File: src/rtl/countdown_timer_if.sv
// Bus bundle between a controller and the MM:SS countdown timer.
//   master: drives tick/load/load_value/start/stop, observes the count and status.
//   slave : the timer itself.
// Packing of load_value and count_out: {min_tens, min_units, sec_tens, sec_units},
// with each digit in 4-bit BCD.
interface countdown_timer_if;
    logic        tick;
    logic        load;
    logic [15:0] load_value;
    logic        start;
    logic        stop;
    logic [15:0] count_out;
    logic        running;
    logic        done;
    logic        expired;
    logic        load_error;

    modport master (
        output tick, load, load_value, start, stop,
        input  count_out, running, done, expired, load_error
    );

    modport slave (
        input  tick, load, load_value, start, stop,
        output count_out, running, done, expired, load_error
    );
endinterface

File: src/rtl/countdown_timer.sv
// Four-digit BCD MM:SS down-counter with load, start/stop and expiry flag.
// Ports:
//   clk  - system clock
//   rst  - asynchronous, active-high reset
//   bus  - countdown_timer_if.slave:
//          tick, load, load_value[15:0], start, stop (inputs)
//          count_out[15:0], running, done, expired, load_error (registered outputs)
//
// state   | meaning
// --------+----------------------------------------------------------
// S_IDLE  | loaded or reset, waiting for start
// S_RUN   | decrementing one second per tick
// S_PAUSE | stopped mid-count, count held, start resumes
// S_DONE  | count reached 00:00, only load leaves
module countdown_timer #(
    parameter int SEC_UNITS_BASE = 10,
    parameter int SEC_TENS_BASE  = 6,
    parameter int MIN_UNITS_BASE = 10,
    parameter int MIN_TENS_BASE  = 6
) (
    input  logic               clk,
    input  logic               rst,
    countdown_timer_if.slave   bus
);

    typedef enum logic [1:0] {
        S_IDLE  = 2'd0,
        S_RUN   = 2'd1,
        S_PAUSE = 2'd2,
        S_DONE  = 2'd3
    } state_t;

    localparam logic [4:0] SU_BASE = 5'(SEC_UNITS_BASE);
    localparam logic [4:0] ST_BASE = 5'(SEC_TENS_BASE);
    localparam logic [4:0] MU_BASE = 5'(MIN_UNITS_BASE);
    localparam logic [4:0] MT_BASE = 5'(MIN_TENS_BASE);

    localparam logic [3:0] SU_MAX = 4'(SEC_UNITS_BASE - 1);
    localparam logic [3:0] ST_MAX = 4'(SEC_TENS_BASE - 1);
    localparam logic [3:0] MU_MAX = 4'(MIN_UNITS_BASE - 1);

    state_t      state_q, state_d;
    logic [15:0] count_q, count_d;
    logic        running_q, running_d;
    logic        done_q, done_d;
    logic        expired_q, expired_d;
    logic        load_error_q, load_error_d;

    // Load sanitation: any digit outside its modulus is forced to zero.
    logic [3:0] ld_su, ld_st, ld_mu, ld_mt;
    logic       bad_su, bad_st, bad_mu, bad_mt;
    logic [15:0] load_clean;

    always_comb begin
        bad_su = {1'b0, bus.load_value[3:0]}   >= SU_BASE;
        bad_st = {1'b0, bus.load_value[7:4]}   >= ST_BASE;
        bad_mu = {1'b0, bus.load_value[11:8]}  >= MU_BASE;
        bad_mt = {1'b0, bus.load_value[15:12]} >= MT_BASE;
        ld_su  = bad_su ? 4'd0 : bus.load_value[3:0];
        ld_st  = bad_st ? 4'd0 : bus.load_value[7:4];
        ld_mu  = bad_mu ? 4'd0 : bus.load_value[11:8];
        ld_mt  = bad_mt ? 4'd0 : bus.load_value[15:12];
        load_clean = {ld_mt, ld_mu, ld_st, ld_su};
    end

    // One-second decrement with ripple borrow. The all-zero case is never
    // fed through here because 00:01 is caught as expiry first.
    logic [3:0]  su, st, mu, mt;
    logic [3:0]  su_n, st_n, mu_n, mt_n;
    logic [15:0] count_dec;

    always_comb begin
        {mt, mu, st, su} = count_q;
        su_n = su;
        st_n = st;
        mu_n = mu;
        mt_n = mt;
        if (su != 4'd0) begin
            su_n = su - 4'd1;
        end else begin
            su_n = SU_MAX;
            if (st != 4'd0) begin
                st_n = st - 4'd1;
            end else begin
                st_n = ST_MAX;
                if (mu != 4'd0) begin
                    mu_n = mu - 4'd1;
                end else begin
                    mu_n = MU_MAX;
                    mt_n = mt - 4'd1;
                end
            end
        end
        count_dec = {mt_n, mu_n, st_n, su_n};
    end

    // Next-state logic; priority load > stop > start > tick.
    always_comb begin
        state_d      = state_q;
        count_d      = count_q;
        expired_d    = 1'b0;
        load_error_d = 1'b0;

        if (bus.load) begin
            state_d      = S_IDLE;
            count_d      = load_clean;
            load_error_d = bad_su | bad_st | bad_mu | bad_mt;
        end else if (bus.stop) begin
            if (state_q == S_RUN) begin
                state_d = S_PAUSE;
            end
        end else if (bus.start) begin
            if (state_q == S_IDLE || state_q == S_PAUSE) begin
                if (count_q != 16'h0000) begin
                    state_d = S_RUN;
                end else begin
                    state_d   = S_DONE;
                    expired_d = 1'b1;
                end
            end
        end else if (bus.tick && state_q == S_RUN) begin
            if (count_q == 16'h0001) begin
                state_d   = S_DONE;
                count_d   = 16'h0000;
                expired_d = 1'b1;
            end else begin
                count_d = count_dec;
            end
        end

        // Status flags are registered from the next state so they line up
        // with the state register.
        running_d = (state_d == S_RUN);
        done_d    = (state_d == S_DONE);
    end

    always_ff @(posedge clk or posedge rst) begin
        if (rst) begin
            state_q      <= S_IDLE;
            count_q      <= 16'h0000;
            running_q    <= 1'b0;
            done_q       <= 1'b0;
            expired_q    <= 1'b0;
            load_error_q <= 1'b0;
        end else begin
            state_q      <= state_d;
            count_q      <= count_d;
            running_q    <= running_d;
            done_q       <= done_d;
            expired_q    <= expired_d;
            load_error_q <= load_error_d;
        end
    end

    assign bus.count_out  = count_q;
    assign bus.running    = running_q;
    assign bus.done       = done_q;
    assign bus.expired    = expired_q;
    assign bus.load_error = load_error_q;

endmodule

File: src/flat_wrapper.sv
// flat-port wrapper written by rule: the top's interface ports become plain ports
module countdown_timer_flat 
#(
    parameter int SEC_UNITS_BASE = 10,
    parameter int SEC_TENS_BASE  = 6,
    parameter int MIN_UNITS_BASE = 10,
    parameter int MIN_TENS_BASE  = 6
)
  (clk, rst, bus_tick, bus_load, bus_load_value, bus_start, bus_stop, bus_count_out, bus_running, bus_done, bus_expired, bus_load_error);
  countdown_timer_if bus_i ();
  input  logic clk;
  input  logic rst;
  input wire logic [$bits(bus_i.tick)-1:0] bus_tick;
  input wire logic [$bits(bus_i.load)-1:0] bus_load;
  input wire logic [$bits(bus_i.load_value)-1:0] bus_load_value;
  input wire logic [$bits(bus_i.start)-1:0] bus_start;
  input wire logic [$bits(bus_i.stop)-1:0] bus_stop;
  output wire logic [$bits(bus_i.count_out)-1:0] bus_count_out;
  output wire logic [$bits(bus_i.running)-1:0] bus_running;
  output wire logic [$bits(bus_i.done)-1:0] bus_done;
  output wire logic [$bits(bus_i.expired)-1:0] bus_expired;
  output wire logic [$bits(bus_i.load_error)-1:0] bus_load_error;
  assign bus_i.tick = bus_tick;
  assign bus_i.load = bus_load;
  assign bus_i.load_value = bus_load_value;
  assign bus_i.start = bus_start;
  assign bus_i.stop = bus_stop;
  assign bus_count_out = bus_i.count_out;
  assign bus_running = bus_i.running;
  assign bus_done = bus_i.done;
  assign bus_expired = bus_i.expired;
  assign bus_load_error = bus_i.load_error;
  countdown_timer #(.SEC_UNITS_BASE(SEC_UNITS_BASE), .SEC_TENS_BASE(SEC_TENS_BASE), .MIN_UNITS_BASE(MIN_UNITS_BASE), .MIN_TENS_BASE(MIN_TENS_BASE)) u_core (.clk(clk), .rst(rst), .bus(bus_i));
endmodule
File: config.mk
export PLATFORM = sky130hd
export DESIGN_NAME = countdown_timer_flat
export DESIGN_NICKNAME = d
export VERILOG_FILES = /design/src/rtl/countdown_timer_if.sv /design/src/rtl/countdown_timer.sv /design/src/flat_wrapper.sv
export SDC_FILE = /design/constraint.sdc
export NUM_CORES = 1
export LEC_CHECK = 0
export ABC_AREA = 1
export CAP_MARGIN = 20
export CORE_MARGIN = 4
export CORE_UTILIZATION = 51
export CTS_CLUSTER_SIZE = 16
export DETAILED_ROUTE_END_ITERATION = 10
export GPL_TIMING_DRIVEN = 0
export HOLD_SLACK_MARGIN = 0.1
export PLACE_DENSITY = 0.94
export SETUP_SLACK_MARGIN = 0.2
export SYNTH_ARGS = -nofsm -noshare
export SYNTH_HDL_FRONTEND = slang
export SYNTH_SLANG_ARGS = --single-unit
File: constraint.sdc
create_clock -name clk -period 2.4 [get_ports clk]
set_input_delay 0.24 -clock clk [delete_from_list [all_inputs] [get_ports clk]]
set_output_delay 0.24 -clock clk [all_outputs]
set_load 0.05 [all_outputs]
==> run_results.csv <==
group,metric,value,unit
sta,hold_ws,0.375,ns
sta,slew_viol_final,0,
critical_path,critPathTopFamily,"buffers and inverters",
power_and_ir_drop,powerDensity,1010,mW/mm2
die,pin_count,42,
routing,wire_per_inst,12.5,um
logic_synthesis,synth_nets,220,
sta,worst_slew_pin_slew,0.842,ns
final_layout,instances_no_fill,266,
critical_path,critical_path.max_stage_delay,0.84,ns
logic_synthesis,yosysWarnings,0,
placement,io_buffers,40,
routing,routed_wl,3330,um
cts,cts.clk_slew.worst_paths,0.12,ns
critical_path,crit_fanout,5,
final_layout,area_delta_synth_final,31.2,%
cts,post_cts_resized,0,
logic_synthesis,ys_seq_area_frac,0.373,
cts,cts_setup_buffers,0,
critical_path,cp.required,2.16,ns
cts,root_buffer,"clkbuf_4",
final_layout,drive_above_1_share,0.119,
grt,grt_max_degree,23,
logic_synthesis,syn_area,0.00148,mm2
sta,max_freq,0.541,GHz
sta,setup_viol,0,
cts,cts_tree,"yes",
cts,cts_hold_buf,0,
grt,track_usage,0.191,
critical_path,path_class,"flip-flop to output pin",
routing,viasPerCell,5.29,
die,core_area,0.00276,mm2
logic_synthesis,synth-seq-cells,22,
die,dieWidth,61.8,um
final_layout,layout_common_cells,"clkdlybuf4s50_1 (40), nand2_1 (33), inv_1 (27)",
status,status,"complete, no violations",
final_layout,fin_nets,265,
logic_synthesis,synth_cell_types,32,
final_layout,n_antenna_cell,0,
power_and_ir_drop,peakVddDrop,895,uV
critical_path,startpoint_type,"flip-flop",
grt,first_global_vias,1317,
cts,worstSkewPairLatency,0.31,ns
cts,clk_path_buf_depth,2,
routing,final_antenna_net_count,0,
routing,vias,1408,
power_and_ir_drop,p_leak,0.000928,uW
cts,cts.sinks,22,
power_and_ir_drop,finalPower,1960,uW
grt,grt_pass1_wl,5470,um
final_layout,seqCellArea,551,um2
grt,antenna_found_initial,0,
critical_path,crit_chain,"clkdlybuf4s50_1",
logic_synthesis,syn_avg_cell_area,7.70,um2
sta,max-slew-margin-rel,0.438,
die,rows,19,
sta,timing.final.crit_share,0.771,
sta,fin_skew,0.00622,ns
cts,h-tree-depth,1,
routing,route.detailed.drc,0,
sta,setup_tns,0,ns
critical_path,cp-end-kind,"output pin",
sta,period_needed,1.85,ns
final_layout,multi_input_area,787,um2
sta,hold_violations,0,
final_layout,stdcell_area,0.00194,mm2
cts,numCtsBuffers,3,
logic_synthesis,synth_cells,192,
sta,rsz0062_at_grt,"no",
die,dieHeight,61.8,um
routing,dr.pass1.iters,4,
die,die_area,0.00382,mm2
placement,gp_congestion,0.825,
job,cap_violations,0,
hold_path,hp-class,"input pin to flip-flop",
grt,grt_overflow,0,
routing,dr.first_iter.drc_count,65,
final_layout,fillers,234,
critical_path,cpMaxStageDelayCell,"clkdlybuf4s50_1",
placement,dpl.hpwl,2650,um
critical_path,arrival,1.61,ns
final_layout,final_common_cell,"clkdlybuf4s50_1",
die,start_util,0.536,
placement,dpl_cell_area,0.00192,mm2
placement,dpl.cell_count,263,
critical_path,timing.critical_path.buf_inv,1,
report_power, final:
group          total [uW]  internal, uW  switching, uW
clock network         169          58.7            110
logic                1220           438            784
registers             572           470            102
layer usage:
layer,vias up,global-route usage,share of wire
li1,715,-,-
met1,646,0.252,0.43
met2,45,0.330,0.51
met3,2,0.0331,0.062
met4,0,0.0364,0.0033
met5,-,0,0
synth_stat cells (all sizes together):
| cell type | number | area (um2) |
|---|---|---|
| ha | 6 | 75.1 |
| o32ai | 1 | 8.76 |
| a22oi | 2 | 15.0 |
| a41oi | 1 | 8.76 |
| nor2 | 17 | 91.3 |
| nand3 | 24 | 150 |
| nand4 | 2 | 12.5 |
| o22ai | 1 | 6.26 |
| o21ai | 19 | 98.8 |
| buf | 2 | 10.0 |
| nor3 | 1 | 5.00 |
| inv | 34 | 130 |
| xor2 | 2 | 17.5 |
| a31oi | 3 | 18.8 |
| o211ai | 1 | 7.51 |
| a21oi | 9 | 56.3 |
| dfrtp | 22 | 551 |
| xnor2 | 4 | 35.0 |
| or2 | 1 | 6.26 |
| a211oi | 1 | 7.51 |
| nand2 | 39 | 166 |
area by class of cell:
cell class,count,area share
sequential,22,0.284
multi-input combinational,134,0.406
buffer,2,0.00516
clock buffer,3,0.0116
timing repair buffer,40,0.206
inverter,34,0.0671
tap,31,0.0200
worst min-delay path, stage by stage:
cell and delay, ns:
buf_2 0.21, a21oi_4 0.08, nand2_1 0.06, nand3_1 0.06
sequential cells by signal, summed over array words and instances (netlist names):
| name | count |
|---|---|
| u_core.bus.done | 1 |
| u_core.bus.expired | 1 |
| u_core.state_q | 2 |
| u_core.bus.load_error | 1 |
| u_core.bus.running | 1 |
| u_core.bus.count_out | 16 |
logic make-up after synthesis:
| kind of cell | count (synthesis) | share of synthesized area |
|---|---|---|
| buffers and inverters | 36 | 0.0948 |
| XOR/XNOR | 6 | 0.0356 |
| AO/OA/AOI/OAI | 38 | 0.154 |
| adder cells (fa/ha/maj) | 6 | 0.0508 |
| AND/OR/NAND/NOR | 84 | 0.292 |
| flip-flops | 22 | 0.373 |
final timing paths:
check | cells after the start | to | slack, ns | start
setup / recovery | 1 | bus_count_out[3] | 0.55 | u_core.bus.count_out[3]$_DFFE_PP0P_
hold / removal | 4 | u_core.bus.count_out[3]$_DFFE_PP0P_ | 0.38 | bus_load
setup reg to reg | 9 | u_core.bus.count_out[12]$_DFFE_PP0P_ | 0.64 | u_core.bus.count_out[8]$_DFFE_PP0P_
hold reg to reg | 2 | u_core.bus.count_out[13]$_DFFE_PP0P_ | 0.57 | u_core.bus.count_out[13]$_DFFE_PP0P_
max in group asynchronous | 2 | u_core.bus.count_out[9]$_DFFE_PP0P_ | 1.49 | rst
min in group asynchronous | 2 | u_core.state_q[0]$_DFF_PP0_ | 0.39 | rst
stage by stage:
| step | setup slack (ns) | util |
|---|---|---|
| global route | 0.482 | 0.703 |
| floorplan | 0.636 | - |
| detailed placement | 0.678 | 0.695 |
| global placement | 0.743 | 0.695 |
| finish | 0.550 | 0.703 |
| CTS | 0.552 | 0.703 |
No activity file was read; power rests on OpenSTA's default activity.
